===== src/rtl/imem_loader.sv =====
// imem_loader: fills the instruction memory from a byte stream.
// The stream carries a 16-bit little-endian word count followed by that many
// little-endian 32-bit instructions. Each completed instruction is written in
// one cycle to consecutive word-aligned byte addresses starting at 0. Words
// past the memory depth are consumed but not written, and flag overflow.
module imem_loader #(
  parameter int SIZE = 128
) (
  input  logic        clk,
  input  logic        reset,
  input  logic        start,
  input  logic [7:0]  byte_in,
  input  logic        byte_valid,
  output logic        byte_ready,
  output logic        wr_en,
  output logic [31:0] wr_addr,
  output logic [31:0] wr_data,
  output logic        busy,
  output logic        done,
  output logic        overflow,
  output logic [31:0] words_written
);

  typedef enum logic [2:0] {
    ST_IDLE   = 3'd0,
    ST_LEN_LO = 3'd1,
    ST_LEN_HI = 3'd2,
    ST_DATA   = 3'd3,
    ST_WRITE  = 3'd4,
    ST_DONE   = 3'd5
  } state_t;

  // Memory depth widened by one bit so word counts up to 65535 compare cleanly.
  localparam logic [16:0] SIZE_L = 17'(SIZE);

  state_t      state_r;
  state_t      state_next_s;

  logic [15:0] len_r;          // header word count N
  logic [15:0] index_r;        // index of the word currently being assembled
  logic [1:0]  lane_r;         // next byte lane to fill within the word
  logic [23:0] word_lo_r;      // lanes 0..2 of the word being assembled

  logic        byte_ready_r;
  logic        wr_en_r;
  logic [31:0] wr_addr_r;
  logic [31:0] wr_data_r;
  logic        busy_r;
  logic        done_r;
  logic        overflow_r;
  logic [31:0] words_written_r;

  logic [15:0] len_full_s;     // header count once the high byte arrives
  logic        in_range_s;     // current word index fits in the memory
  logic        last_word_s;    // current word is the final one of the load

  assign len_full_s  = {byte_in, len_r[7:0]};
  assign in_range_s  = ({1'b0, index_r} < SIZE_L);
  assign last_word_s = ((index_r + 16'd1) == len_r);

  // Next-state decode; only handshake states look at byte_valid.
  always_comb begin
    state_next_s = state_r;
    case (state_r)
      ST_IDLE, ST_DONE: begin
        if (start) begin
          state_next_s = ST_LEN_LO;
        end else begin
          state_next_s = state_r;
        end
      end
      ST_LEN_LO: begin
        if (byte_valid) begin
          state_next_s = ST_LEN_HI;
        end else begin
          state_next_s = ST_LEN_LO;
        end
      end
      ST_LEN_HI: begin
        if (byte_valid) begin
          if (len_full_s == 16'd0) begin
            state_next_s = ST_DONE;
          end else begin
            state_next_s = ST_DATA;
          end
        end else begin
          state_next_s = ST_LEN_HI;
        end
      end
      ST_DATA: begin
        if (byte_valid && (lane_r == 2'd3)) begin
          state_next_s = ST_WRITE;
        end else begin
          state_next_s = ST_DATA;
        end
      end
      ST_WRITE: begin
        if (last_word_s) begin
          state_next_s = ST_DONE;
        end else begin
          state_next_s = ST_DATA;
        end
      end
      default: begin
        state_next_s = ST_IDLE;
      end
    endcase
  end

  // State register.
  always_ff @(posedge clk) begin
    if (reset) begin
      state_r <= ST_IDLE;
    end else begin
      state_r <= state_next_s;
    end
  end

  // Status outputs registered from the next state so they line up with it.
  always_ff @(posedge clk) begin
    if (reset) begin
      byte_ready_r <= 1'b0;
      busy_r       <= 1'b0;
      done_r       <= 1'b0;
    end else begin
      byte_ready_r <= (state_next_s == ST_LEN_LO) || (state_next_s == ST_LEN_HI) ||
                      (state_next_s == ST_DATA);
      busy_r       <= (state_next_s == ST_LEN_LO) || (state_next_s == ST_LEN_HI) ||
                      (state_next_s == ST_DATA)   || (state_next_s == ST_WRITE);
      done_r       <= (state_next_s == ST_DONE);
    end
  end

  // Header capture, word assembly, write port and load bookkeeping.
  always_ff @(posedge clk) begin
    if (reset) begin
      len_r           <= 16'd0;
      index_r         <= 16'd0;
      lane_r          <= 2'd0;
      word_lo_r       <= 24'd0;
      wr_en_r         <= 1'b0;
      wr_addr_r       <= 32'd0;
      wr_data_r       <= 32'd0;
      overflow_r      <= 1'b0;
      words_written_r <= 32'd0;
    end else begin
      // The write strobe lasts exactly one cycle unless re-armed below.
      wr_en_r <= 1'b0;
      case (state_r)
        ST_IDLE, ST_DONE: begin
          if (start) begin
            len_r           <= 16'd0;
            index_r         <= 16'd0;
            lane_r          <= 2'd0;
            word_lo_r       <= 24'd0;
            overflow_r      <= 1'b0;
            words_written_r <= 32'd0;
          end else begin
            len_r <= len_r;
          end
        end
        ST_LEN_LO: begin
          if (byte_valid) begin
            len_r[7:0] <= byte_in;
          end else begin
            len_r <= len_r;
          end
        end
        ST_LEN_HI: begin
          if (byte_valid) begin
            len_r[15:8] <= byte_in;
            if ({1'b0, len_full_s} > SIZE_L) begin
              overflow_r <= 1'b1;
            end else begin
              overflow_r <= overflow_r;
            end
          end else begin
            len_r <= len_r;
          end
        end
        ST_DATA: begin
          if (byte_valid) begin
            lane_r <= lane_r + 2'd1;
            case (lane_r)
              2'd0: word_lo_r[7:0]   <= byte_in;
              2'd1: word_lo_r[15:8]  <= byte_in;
              2'd2: word_lo_r[23:16] <= byte_in;
              2'd3: begin
                // Words beyond the memory are dropped; the port keeps its last values.
                if (in_range_s) begin
                  wr_en_r   <= 1'b1;
                  wr_addr_r <= {14'd0, index_r, 2'b00};
                  wr_data_r <= {byte_in, word_lo_r};
                end else begin
                  wr_en_r <= 1'b0;
                end
              end
              default: word_lo_r <= word_lo_r;
            endcase
          end else begin
            lane_r <= lane_r;
          end
        end
        ST_WRITE: begin
          index_r <= index_r + 16'd1;
          if (wr_en_r) begin
            words_written_r <= words_written_r + 32'd1;
          end else begin
            words_written_r <= words_written_r;
          end
        end
        default: begin
          index_r <= index_r;
        end
      endcase
    end
  end

  assign byte_ready    = byte_ready_r;
  assign wr_en         = wr_en_r;
  assign wr_addr       = wr_addr_r;
  assign wr_data       = wr_data_r;
  assign busy          = busy_r;
  assign done          = done_r;
  assign overflow      = overflow_r;
  assign words_written = words_written_r;

endmodule


===== config.mk =====
export PLATFORM = sky130hd
export DESIGN_NAME = imem_loader
export DESIGN_NICKNAME = d
export VERILOG_FILES = /design/src/rtl/imem_loader.sv
export SDC_FILE = /design/constraint.sdc
export NUM_CORES = 1
export LEC_CHECK = 0
export BUFFER_PORTS_ARGS = -buffer_cell sky130_fd_sc_hd__buf_4
export CORE_MARGIN = 2
export CORE_UTILIZATION = 56
export CTS_CLUSTER_DIAMETER = 200
export DETAILED_ROUTE_END_ITERATION = 6
export GPL_ROUTABILITY_DRIVEN = 0
export HOLD_SLACK_MARGIN = 0.08
export PLACE_DENSITY_LB_ADDON = 0.2
export SKIP_LAST_GASP = 1
export SYNTH_ARGS = -nofsm -noshare
export SYNTH_HDL_FRONTEND = slang
export SYNTH_SLANG_ARGS = --single-unit
export TNS_END_PERCENT = 10

===== constraint.sdc =====
create_clock -name clk -period 2.1 [get_ports clk]
set_input_delay 0.21 -clock clk [delete_from_list [all_inputs] [get_ports clk]]
set_output_delay 0.21 -clock clk [all_outputs]
set_load 0.03 [all_outputs]

# After elaboration in Yosys (flattened, before gate mapping)
# Index checks and enable logic that the tools add are counted.
word_totals:
  regBits: 146
  n_memories: 0
  latchBits: 0
  wordCells: 100
  input_bits: 12
  rom_bits: 0
  ramBits: 0
classes:
  div_mod_pow: 0
  n_eq_ne: 23
  reduce_logical: 23
  shifts: 0
  n_addsub: 3
  order_cmp: 2
  mul: 0
  n_bitwise: 5
  muxes: 28
ops:
  columns: ["cell", "count"]
  rows:
  - ["$mux W32", 2]
  - ["$pmux W32 S2", 1]
  - ["$mux W24", 2]
  - ["$pmux W16 S3", 1]
  - ["$pmux W24 S2", 1]
  - ["$add A32 B1 Y32 const B", 1]
  - ["$mux W8", 4]
  - ["$pmux W16 S2", 1]
  - ["$reduce_and A4 Y1", 7]
  - ["$add A16 B1 Y16 const B", 1]
  - ["$eq A16 B16 Y1", 1]
  - ["$gt A16 B8 Y1 const B", 1]
  - ["$logic_not A16 Y1", 1]
  - ["$lt A16 B8 Y1 const B", 1]
  - ["$mux W16", 1]
  - ["$mux W3", 5]
  - ["$pmux W3 S5", 1]
  - ["$eq A3 B2 Y1 const B", 4]
  - ["$eq A3 B3 Y1 const B", 4]
  - ["$ne A2 B2 Y1 const B", 6]
  - ["$reduce_bool A2 Y1", 4]
  - ["$eq A3 B1 Y1 const B", 2]
  - ["$mux W2", 3]
  - ["$ne A2 B1 Y1 const B", 3]
  - ["other kinds (15)", 26]

# Depth between registers and ports, before layout
# Gate-level depths: netlist of the first run.
logic_depth:
  depth_word: 8
  depth_mapped: 9

# Least setup slack after synthesis of the first run
# Ideal clock, no wire load.
synth_path:
  path_kind: "register to register"
  from: "register words_written_r[0] (netlist: words_written[0])"
  to: "register words_written_r[20] (netlist: words_written[20])"
  t_arrival_ps: 1844
  required_ps: 1972
  period_less_slack_ps: 1972
  stages_incl_launch_ff: 8
  slack_ps: 128
  setup_time_ps: 128
  path_cell_list: "dfxtp_1 ha_1 and4_1 o2111ai_2 nor4_4 nand3_1 xor2_1 nor2_1"
synth_via:
  elab_chain_len: 3
synth_rtl:
  columns: ["element", "line", "rtl"]
  rows:
  - ["from (decl)", "51", "logic [31:0] words_written_r;"]
  - ["from (signal assigned)", "207", "words_written_r <= words_written_r + 32'd1;"]
  - ["from (signal assigned)", "209", "words_written_r <= words_written_r;"]
  - ["$add A32 B1 Y32", "207", null]
  - ["$mux W32", "206", "if (wr_en_r) begin"]
  - ["$pmux W32 S2", "149", "case (state_r)"]
# Every way passes these cells. The select of a mux whose other input is x is not followed.
# A chain may end at the register's enable or synchronous reset.

# Final worst setup path of the first run
layout_path:
  from: "register state_r[2]"
  to: "register words_written_r[25] (netlist: words_written[25])"
layout_via:
  elab_chain_len: 4
  word_cells_on_any_way: 9
  classes_between: "4 x eq/ne; 1 x mux; 4 x reduce/logical"
layout_rtl:
  columns: ["element", "line", "rtl"]
  rows:
  - ["from (decl)", "36", "state_t state_r;"]
  - ["from (signal assigned)", "115", "state_r <= state_next_s;"]
  - ["$eq A3 B3 Y1 or $logic_not A3 Y1 (tied branches)", "149", null]
  - ["$reduce_or A2 Y1", "149", null]
  - ["$ne A2 B2 Y1 (no line) or $reduce_bool A2 Y1 (tied branches)", null, null]
  - ["$reduce_and A3 Y1 (no line)", null, null]
# Several ways; a longest one is shown, not always the timed one.

==> results of run 1 <==
[cell usage after synthesis, types with 3 or more instances]
library cell	number
a21oi_1	80
a22oi_1	4
a311oi_1	3
and2_1	12
and3_1	16
and4_1	5
buf_2	21
buf_4	20
clkbuf_1	26
dfxtp_1	146
ha_1	6
inv_1	10
mux2i_1	24
nand2_1	125
nand3_1	36
nand3_2	4
nand4_1	8
nor2_1	94
nor2b_1	4
nor3_1	12
nor4_1	6
nor4_2	6
nor4_4	3
o211a_1	4
o21a_1	5
o21ai_0	12
o21ai_1	4
or3_1	6
xnor2_1	25
xor2_1	31
[registers in the layout (all words and copies together) (netlist names)]
| signal | flops |
|---|---|
| busy | 1 |
| len_r | 16 |
| overflow | 1 |
| word_lo_r | 24 |
| wr_addr | 16 |
| index_r | 16 |
| wr_data | 32 |
| byte_ready | 1 |
| done | 1 |
| lane_r | 2 |
| state_r | 3 |
| words_written | 32 |
| wr_en | 1 |
[worst max path at each step]
stage | to
global placement | state_r[1]
detailed placement | busy
CTS | word_lo_r[10]
floorplan | words_written[20]
finish | words_written[25]
global route | wr_data[25]
[critical path, stage by stage, from the launching register on]
cell	delay, ns
dfxtp_1	0.51
mux2_2	0.42
o2111ai_2	0.37
nor4_4	0.08
buf_4	0.17
nand3_1	0.09
xor2_1	0.16
nor2_1	0.06
[area by class of cell]
cell class                      instances  share of cell area
Multi-Input combinational cell        587               0.426
Sequential cell                       146               0.355
Timing Repair Buffer                  129               0.123
Clock buffer                           22              0.0574
Tap cell                              143              0.0216
Clock inverter                          9              0.0129
Inverter                               11             0.00499
[layout by cell type (no fill, tap or decap), types with 15 or more instances in the layout]
| master | count |
|---|---|
| a21oi_1 | 80 |
| and3_1 | 15 |
| buf_4 | 119 |
| clkbuf_16 | 17 |
| conb_1 | 16 |
| dfxtp_1 | 137 |
| mux2i_1 | 24 |
| nand2_1 | 125 |
| nand3_1 | 33 |
| nor2_1 | 94 |
| xnor2_1 | 25 |
| xor2_1 | 31 |
[per-layer routing]
layer  vias up  part of all wire  global-route usage
met5         -                 0                   0
met4         0             0.027               0.133
met3        32             0.069              0.0574
met2       260              0.48               0.427
met1      2797              0.42               0.334
li1       2862                 -                   -
[power by group through the flow]
stage / Sequential [W] / Combinational (W) / Clock (W)
3_5_place_dp: 0.00288 / 0.000472 / 0
2_1_floorplan: 0.00288 / 0.000378 / 0
6_report: 0.00282 / 0.000493 / 0.00295
5_1_grt: 0.00282 / 0.000534 / 0.00309
4_1_cts: 0.00282 / 0.000486 / 0.00299
3_3_place_gp: 0.00288 / 0.000461 / 0
[kinds of logic (layout without fill, tap and decap cells)]
group	count (synthesis)	count (layout)	share of synthesized area
and+or+nand+nor	352	352	0.261
muxes	25	25	0.0375
buffers and inverters	79	171	0.0605
adders and majority gates	6	6	0.0112
other	1	16	0.000560
DFF	146	146	0.436
xor gates and xnor gates	56	56	0.0732
AOI/OAI and AO/OA	132	132	0.120
[metrics by stage]
step	setup WS, ns	utilization	total power [W]	instances	setup TNS, ns
after global placement	0.0845	0.648	0.00334	1006	0
after floorplan	0.128	-	0.00326	812	0
final	0.0766	0.715	0.00627	1047	0
after global routing	-0.0148	0.715	0.00645	1047	-0.0405
after CTS	-0.00320	0.706	0.00629	1045	-0.00320
after detailed placement	-0.0194	0.648	0.00335	1006	-0.0398
[timing repair]
action,in CTS,in global routing
pin swaps,0,5
buffers inserted,0,2
gates resized for setup,1,24
hold endpoints to repair,17,0
hold buffers,8,0
setup endpoints to repair,6,82
==> key figures, run 1 <==
Outcome
  – Status: finished clean

Logic synthesis
  – Mean post-synth cell area: 8.41 sq um
  – Top_reg_cell synth: dfxtp_1
  – Post-synth EDFFs: 0
  – Synthesized area: 0.00670 sq mm
  – Area share of the largest cell type after synthesis: 0.436
  – Post-synth ARST share: 0
  – Post-synthesis register bit count: 146
  – Seq/Total Area, Yosys: 0.436
  – Synth area leader: dfxtp_1
  – Synth warnings: 0
  – Distinct cells, synth: 61
  – Synthesized netlist cell count: 797
  – Top cells by area, synth: dfxtp_1 (44%), nand2_1 (7.0%), a21oi_1 (6.0%)

Route
  – Drt first pass iters: 5
  – Initial DRC count: 512
  – ANT nets after route: 0
  – # DRC: 0
  – Drt total wl: 16500 um
  – Vias/cell: 5.68
  – Routed wire per std cell: 15.8 um
  – Routed via count: 5951

Clocking
  – Worst-path clk slew: 0.06 ns
  – Clock Tree Buf Depth: 2
  – Root buffer cell: clkbuf_16
  – Clock latency on the worst-skew pair: 0.42 ns
  – CTS Buf Count: 17
  – H-tree levels: 4
  – CTS tree: yes
  – CTS Sinks: 146

Setup path
  – CP max FO: 10
  – Worst reg2reg path endpoint: words_written[25]
  – CP required: 2.38 ns
  – Crit path DAT: 2.30 ns
  – Setup CP Type: reg2reg
  – Worst R2R Setup Slack: 0.08 ns
  – CP endpoint kind: flop
  – Startpoint Class: flop
  – Worst-case reg-to-reg path depth: 7
  – R2r startpoint: state_r[2]
  – CP startpoint: state_r[2]

Power and ir drop
  – Int Pwr: 0.00479 W
  – Leakage power: 3.38 nW
  – Clock power share: 0.471
  – Power density over cell area: 758 mW/mm^2
  – Sw Pwr: 0.00148 W
  – Seq pwr share: 0.450
  – Sw Ratio: 0.235
  – Peak VDD IR: 0.000492 V
  – Gate power share: 0.079

Floorplan
  – # rows: 39
  – Core box area: 0.0116 sq mm
  – Die X: 113 um
  – Full die area: 0.0129 sq mm
  – Io pins: 113
  – Die H: 113 um
  – Initial Util: 0.579

Timing
  – Final min period: 2.02 ns
  – Final setup viols: 0
  – Fmax: 494 MHz
  – Unrepaired setup endpoints after global routing: true
  – Post-route clock period utilization: 0.964
  – Worst Skew: 0.00729 ns
  – Final Slew Violations: 0
  – Worst slew pin tran: 0.721 ns
  – Hold Vio Cnt, Final: 0
  – Slew headroom: 0.515
  – Min Hold Slack: 0.156 ns

Cells and area
  – Multi-input gate area: 0.00352 sq mm
  – Diodes inserted: 0
  – Sequential cell area: 0.00293 sq mm
  – Nets@finish: 910
  – Layout cells sized above 1: 0.216
  – Area growth syn-to-layout: 23.4%
  – Cell area after layout: 0.00827 sq mm
  – Fillcell total: 874

Global route
  – Largest net degree at the start of global routing: 81
  – First-pass GRT wire length: 27100 um
  – Number of global-route vias before repair: 5590
  – Initial antenna violation count: 0
  – Grt total ovfl: 0
  – GRT Total Usage: 0.263

Placement
  – Final HPWL DP: 11100 um
  – IO Port Bufs: 96
  – Dpl cell area: 0.00749 sq mm

Worst hold path
  – Worst hold path depth: 2
  – HP Class: in2reg
  – Hold Path Sink: wr_en
  – Hold Path Origin: reset

Job
  – Max-cap viol count: 0
Note: power is estimated with default switching activity, not from simulation.
==> run 2: changes to the inputs <==
--- a/config.mk
+++ b/config.mk
@@ -12,7 +12,7 @@
 export DETAILED_ROUTE_END_ITERATION = 6
 export GPL_ROUTABILITY_DRIVEN = 0
 export HOLD_SLACK_MARGIN = 0.08
-export PLACE_DENSITY_LB_ADDON = 0.2
+export PLACE_DENSITY = 0.78
 export SKIP_LAST_GASP = 1
 export SYNTH_ARGS = -nofsm -noshare
 export SYNTH_HDL_FRONTEND = slang
==> run 2 against run 1 <==
Non-clock buffer count grew 5. Sequential power is essentially flat. Register-to-register slack lost 0.08 ns. Combinational power grew 3%. Core utilization is essentially flat. Fmax shrank 3.6%. Final area is essentially flat. Final cell count grew 0.48%. Sequential cell count is the same. Critical path type unchanged. Largest cell class unchanged.
==> key figures, run 2 (synthesis gave the netlist of run 1 again) <==
Outcome
  – Status: finished clean

Floorplan
  – Die H: 113 um (unchanged)
  – Full die area: 0.0129 sq mm (unchanged)
  – Die X: 113 um (unchanged)
  – Io pins: 113 (unchanged)
  – Initial Util: 0.579 (unchanged)
  – # rows: 39 (unchanged)
  – Core box area: 0.0116 sq mm (unchanged)

Timing
  – Final setup viols: 0 (unchanged)
  – Unrepaired setup endpoints after global routing: true
  – Worst slew pin tran: 0.596 ns (-0.125 ns)
  – Final min period: 2.10 ns (+0.0759 ns)
  – Hold Vio Cnt, Final: 0 (unchanged)
  – Slew headroom: 0.603 (+0.0876)
  – Sum Neg Setup Slack: 0 ns (unchanged)
  – Final Slew Violations: 0 (unchanged)
  – Worst Skew: 0.00579 ns (-0.00151 ns)
  – Post-route clock period utilization: 1.00 (+0.0361)
  – Fmax: 476 MHz (-3.6%)

Setup path
  – CP max stage delay: 0.54 ns (+0.03 ns)
  – Worst-case reg-to-reg path depth: 6 (-1)
  – Worst path slowest cell: dfxtp_1
  – CP startpoint: index_r[2]
  – Startpoint Class: flop
  – Crit path DAT: 2.38 ns (+0.08 ns)
  – R2r startpoint: index_r[2]
  – CP endpoint kind: flop
  – Top Family by Delay on Critical Path: simple AND/OR/NAND/NOR gates
  – Cell mode on critical path: nor4_4
  – CP required: 2.38 ns (about the same)
  – Buffers & Inverters on Critical Path: 0 (-1)
  – Crit path cell chain: nand3_2 > nor4_4 > xnor2_1 > nand2_1 > nor4_4 > a311oi_1
  – CP max FO: 8 (-2)
  – Worst R2R Setup Slack: 0.0007 ns (-0.08 ns)
  – Worst reg2reg path endpoint: busy
  – Setup CP Type: reg2reg

Route
  – # DRC: 0 (unchanged)
  – Vias/cell: 5.71 (+0.38%)
  – ANT nets after route: 0 (unchanged)
  – Drt first pass iters: 5 (unchanged)
  – Initial DRC count: 474 (-7.4%)
  – Drt total wl: 16700 um (+0.84%)
  – Routed wire per std cell: 15.8 um (+0.36%)
  – Routed via count: 6002 (+0.86%)

Clocking
  – CTS Buf Count: 17 (unchanged)
  – CTS Sinks: 146 (unchanged)
  – H-tree levels: 4 (unchanged)
  – Clock Tree Buf Depth: 2 (unchanged)
  – CTS tree: yes
  – Worst-path clk slew: 0.06 ns (about the same)
  – Clock latency on the worst-skew pair: 0.42 ns (about the same)
  – Root buffer cell: clkbuf_16

Power and ir drop
  – Peak VDD IR: 0.000496 V (+0.84%)
  – Power density over cell area: 769 mW/mm^2 (+1.4%)
  – PnR Total Power: 0.00636 W (+1.4%)
  – Leakage power: 3.38 nW (about the same)

Global route
  – Initial antenna violation count: 0 (unchanged)
  – Largest net degree at the start of global routing: 82 (+1.2%)
  – First-pass GRT wire length: 27100 um (about the same)
  – GRT Total Usage: 0.261 (-0.00284)
  – Grt total ovfl: 0 (unchanged)
  – Number of global-route vias before repair: 5646 (+1.0%)

Cells and area
  – Cell area after layout: 0.00827 sq mm (about the same)
  – Area growth syn-to-layout: 23.5% (about the same)
  – Nets@finish: 915 (+0.55%)
  – Commonest non-fill, non-tap cells in the layout: dfxtp_1 (139), nand2_1 (125), buf_4 (124), nor2_1 (94), a21oi_1 (80)
  – Commonest non-fill, non-tap cell in the layout: dfxtp_1
  – Diodes inserted: 0 (unchanged)
  – Layout cells sized above 1: 0.212 (-0.00339)
  – Finished Layout Cells: 1052 (+0.48%)
  – Final Core Density: 0.715 (about the same)

Placement
  – Dpl cell area: 0.00752 sq mm (+0.33%)
  – Final HPWL DP: 11300 um (+2.6%)
  – Placed insts: 1010 (+0.40%)
  – IO Port Bufs: 96 (unchanged)

Worst hold path
  – Hold Path Sink: index_r[5]
  – HP Class: in2reg
  – Hold Path Origin: reset
  – Worst hold path depth: 2 (unchanged)

Job
  – Max-cap viol count: 0 (unchanged)
run 2: cell types whose count changed in the layout (fill, tap and decap cells not counted), sizes merged:
cell / change
buf: +5
bufinv: +1
clkbuf: -1
clkinv: +1
clkinvlp: -1
run 2: metrics by stage:
stage	setup WS [ns]	hold WS, ns
2_1_floorplan	0.128	0.346
3_3_place_gp	0.139	0.444
3_5_place_dp	0.0426	0.445
4_1_cts	0.0101	0.135
5_1_grt	-0.0581	0.153
6_report	0.000685	0.153
run 2: how the worst max path moves through the flow:
stage                         to  depth (start not counted)  slack [ns]
2_1_floorplan  words_written[20]                          7        0.13
3_3_place_gp          state_r[2]                          6        0.14
3_5_place_dp                busy                          7        0.04
4_1_cts        words_written[26]                          6        0.01
5_1_grt              wr_data[14]                          7       -0.06
6_report                    busy                          6      0.0007
run 2: what timing repair did:
item                                    CTS  global route
buffers inserted                          0             3
hold buffers                              8             0
gates resized for setup                   0            15
endpoints found under the hold margin    10             0
endpoints found under the setup margin    0            82
run 2: report_power, final:
group,switching [W],leakage (nW),internal (W)
combinational,0.000330,1.91,0.000179
sequential,0.0000276,1.18,0.00279
clock,0.00111,0.289,0.00191
total,0.00147,3.38,0.00489
run 2: final cells by class:
class                           instances  area [sq um]
Clock buffer                           21           460
Clock inverter                         10           134
Fill cell                             864          3290
Inverter                               11          41.3
Multi-Input combinational cell        587          3470
Sequential cell                       146          2930
Tap cell                              143           179
Timing Repair Buffer                  134          1050
run 2: worst register-to-register path, cell delays in order, from the launching register on:
cell,delay [ns]
dfxtp_1,0.54
nand3_2,0.23
nor4_4,0.32
xnor2_1,0.17
nand2_1,0.11
nor4_4,0.43
a311oi_1,0.16
run 2: layer usage:
layer | vias to the layer above | wire length [um] | track usage
li1 | 2876 | - | -
met1 | 2830 | 6890 | 0.319
met2 | 255 | 8320 | 0.445
met3 | 41 | 1100 | 0.0632
met4 | 0 | 362 | 0.102
met5 | - | 0 | 0
==> run 3: changes to the inputs <==
--- a/config.mk
+++ b/config.mk
@@ -6,14 +6,17 @@
 export NUM_CORES = 1
 export LEC_CHECK = 0
 export BUFFER_PORTS_ARGS = -buffer_cell sky130_fd_sc_hd__buf_4
+export CELL_PAD_IN_SITES_DETAIL_PLACEMENT = 0
+export CELL_PAD_IN_SITES_GLOBAL_PLACEMENT = 1
 export CORE_MARGIN = 2
-export CORE_UTILIZATION = 56
+export CORE_UTILIZATION = 42
 export CTS_CLUSTER_DIAMETER = 200
 export DETAILED_ROUTE_END_ITERATION = 6
 export GPL_ROUTABILITY_DRIVEN = 0
 export HOLD_SLACK_MARGIN = 0.08
 export PLACE_DENSITY = 0.78
 export SKIP_LAST_GASP = 1
+export SLEW_MARGIN = 20
 export SYNTH_ARGS = -nofsm -noshare
 export SYNTH_HDL_FRONTEND = slang
 export SYNTH_SLANG_ARGS = --single-unit
==> run 3 against run 2 <==
Sequential power about the same. Final cell count increased by 7.5%. Final area increased by 2.2%. Clock-buffer cell count decreased by 4. Die area increased by 32%. Non-clock buffer count increased by 5. Clock power increased by 6%. Global-route usage decreased by 5.8 points. Fmax increased by 5.3%.
==> key figures, run 3 (synthesis gave the netlist of run 1 again) <==
Timing
  – Unrepaired setup endpoints after global routing: true
  – Hold Vio Cnt, Final: 0 (unchanged)
  – Final Slew Violations: 0 (unchanged)
  – Slew headroom: 0.509 (-0.0939)
  – Min Hold Slack: 0.151 ns (-0.00172 ns)
  – Worst slew pin tran: 0.737 ns (+0.141 ns)
  – Worst Skew: 0.00712 ns (+0.00134 ns)
  – Post-route clock period utilization: 0.949 (-0.0503)
  – Final setup viols: 0 (unchanged)
  – Fmax: 502 MHz (+5.3%)
  – Final min period: 1.99 ns (-0.106 ns)

Power and ir drop
  – Clock power share: 0.492 (+0.016)
  – Seq pwr share: 0.431 (-0.013)
  – Gate power share: 0.077 (-0.003)
  – Sw Pwr: 0.00158 W (+7.3%)
  – Int Pwr: 0.00497 W (+1.7%)
  – Leakage power: 3.43 nW (+1.6%)
  – Peak VDD IR: 0.000587 V (+18%)
  – Sw Ratio: 0.241 (+0.00954)
  – Power density over cell area: 775 mW/mm^2 (+0.82%)

Route
  – Routed wire per std cell: 14.6 um (-7.7%)
  – Met2 WL: 8120 um (-2.5%)
  – Routed via count: 5736 (-4.4%)
  – Drt total wl: 16500 um (-0.76%)
  – Met1 wire length: 7500 um (+8.9%)
  – Uppermost routed layer: met4
  – ANT nets after route: 0 (unchanged)
  – WL met3: 672 um (-39%)
  – Drt first pass iters: 4 (-1)
  – Vias/cell: 5.07 (-11%)
  – Initial DRC count: 341 (-28%)
  – # DRC: 0 (unchanged)

Clocking
  – Worst-path clk slew: 0.06 ns (about the same)
  – CTS Buf Count: 17 (unchanged)
  – Root buffer cell: clkbuf_16
  – CTS Sinks: 146 (unchanged)
  – CTS tree: yes
  – H-tree levels: 4 (unchanged)
  – Clock latency on the worst-skew pair: 0.42 ns (about the same)
  – Clock Tree Buf Depth: 2 (unchanged)

Floorplan
  – Core box area: 0.0157 sq mm (+36%)
  – Initial Util: 0.426 (-0.153)
  – # rows: 46 (+18%)
  – Die H: 130 um (+15%)
  – Io pins: 113 (unchanged)
  – Full die area: 0.0170 sq mm (+32%)
  – Die X: 130 um (+15%)

Placement
  – Dpl cell area: 0.00767 sq mm (+2.0%)
  – Final HPWL DP: 11800 um (+4.1%)
  – IO Port Bufs: 96 (unchanged)

Job
  – Max-cap viol count: 0 (unchanged)

Setup path
  – CP required: 2.47 ns (+0.09 ns)
  – Setup CP Type: in2reg
  – Crit path DAT: 2.36 ns (-0.02 ns)
  – CP max FO: 5 (-3)
  – Buffers & Inverters on Critical Path: 2 (+2)
  – Crit path cell chain: dlygate4sd3_1 > buf_4 > nor4_1 > nand2_1 > or4_1 > o211ai_1 > and2_1 > a31o_1
  – Worst path slowest cell: dlygate4sd3_1
  – Startpoint Class: primary input
  – Worst R2R Setup Slack: 0.12 ns (+0.12 ns)
  – Top Family by Delay on Critical Path: simple AND/OR/NAND/NOR gates
  – CP max stage delay: 0.56 ns (+0.02 ns)
  – Worst reg2reg path endpoint: word_lo_r[7]
  – R2r startpoint: state_r[1]
  – CP endpoint kind: flop
  – Worst-case reg-to-reg path depth: 7 (+1)

Global route
  – Grt total ovfl: 0 (unchanged)
  – Number of global-route vias before repair: 5514 (-2.3%)
  – Initial antenna violation count: 0 (unchanged)
  – Largest net degree at the start of global routing: 84 (+2.4%)
  – GRT Total Usage: 0.203 (-0.0581)
  – First-pass GRT wire length: 26900 um (-0.81%)

Worst hold path
  – Worst hold path depth: 2 (unchanged)
  – HP Class: in2reg
  – Hold Path Origin: reset
  – Hold Path Sink: words_written[0]

Outcome
  – Status: finished clean

Cells and area
  – Area growth syn-to-layout: 26.1%
  – Layout cells sized above 1: 0.216 (+0.00407)
  – Commonest non-fill, non-tap cell in the layout: dfxtp_1
  – Nets@finish: 920 (+0.55%)
  – Cell area after layout: 0.00845 sq mm (+2.2%)
  – Diodes inserted: 0 (unchanged)
  – Commonest non-fill, non-tap cells in the layout: dfxtp_1 (140), buf_4 (127), nand2_1 (125), nor2_1 (94), a21oi_1 (80)
==> run 3: cell count changes in the layout (fill, tap and decap cells not counted), moves of 2 or more <==
cell / before / now
buf_12: 2 / 4
buf_4: 124 / 127
clkbuf_1: 2 / 0
clkbuf_8: 2 / 0
inv_6: 0 / 3
nand3_1: 34 / 36
nand3_2: 5 / 3
==> run 3: cell type report <==
cell class	count	area (sq um)
Multi-Input combinational cell	587	3460
Sequential cell	146	2930
Clock inverter	15	205
Fill cell	1491	7260
Inverter	11	41.3
Tap cell	216	270
Clock buffer	17	425
Timing Repair Buffer	139	1110
==> run 3: worst reg2reg max path, stage by stage (launching register included) <==
cell,delay [ns]
dfxtp_1,0.42
buf_4,0.22
nor2_1,0.27
a22o_1,0.33
o21a_1,0.16
buf_4,0.19
mux2i_1,0.22
nor2_1,0.06
==> run 3: timing repair <==
action	CTS	global route
endpoints found under the setup margin	0	33
hold buffers	8	0
endpoints found under the hold margin	20	0
buffers inserted	0	3
resized for setup	0	12
==> run 3: stage by stage <==
stage	utilization	power [W]	setup WS, ns	instances	TNS (ns)
4_1_cts	0.534	0.00661	0.0447	1128	0
2_1_floorplan	-	0.00326	0.128	812	0
3_3_place_gp	0.488	0.00337	0.146	1088	0
6_report	0.538	0.00655	0.106	1131	0
5_1_grt	0.538	0.00677	-0.0601	1131	-0.394
3_5_place_dp	0.488	0.00337	0.0472	1088	0
==> run 3: worst max path at each step <==
stage / slack [ns] / end / depth (start not counted) / startpoint
after detailed placement: 0.05 / byte_ready / 7 / index_r[1]
after global routing: -0.06 / word_lo_r[4] / 8 / state_r[1]
after floorplan: 0.13 / words_written[20] / 7 / words_written[0]
after CTS: 0.04 / state_r[2] / 7 / index_r[1]
after global placement: 0.15 / word_lo_r[22] / 8 / state_r[2]
final: 0.11 / done / 8 / byte_in[3]
==> run 3: routing by layer <==
layer	global-route usage	vias to the layer above
met2	0.342	120
li1	-	2886
met5	0	-
met4	0.0848	0
met3	0.0500	20
met1	0.247	2710
==> run 3: power groups by stage <==
stage	combinational [W]	clock, W	sequential [W]
after floorplan	0.000378	0	0.00288
after global placement	0.000485	0	0.00288
after detailed placement	0.000491	0	0.00288
after CTS	0.000504	0.00329	0.00282
after global routing	0.000551	0.00339	0.00282
final	0.000505	0.00322	0.00282
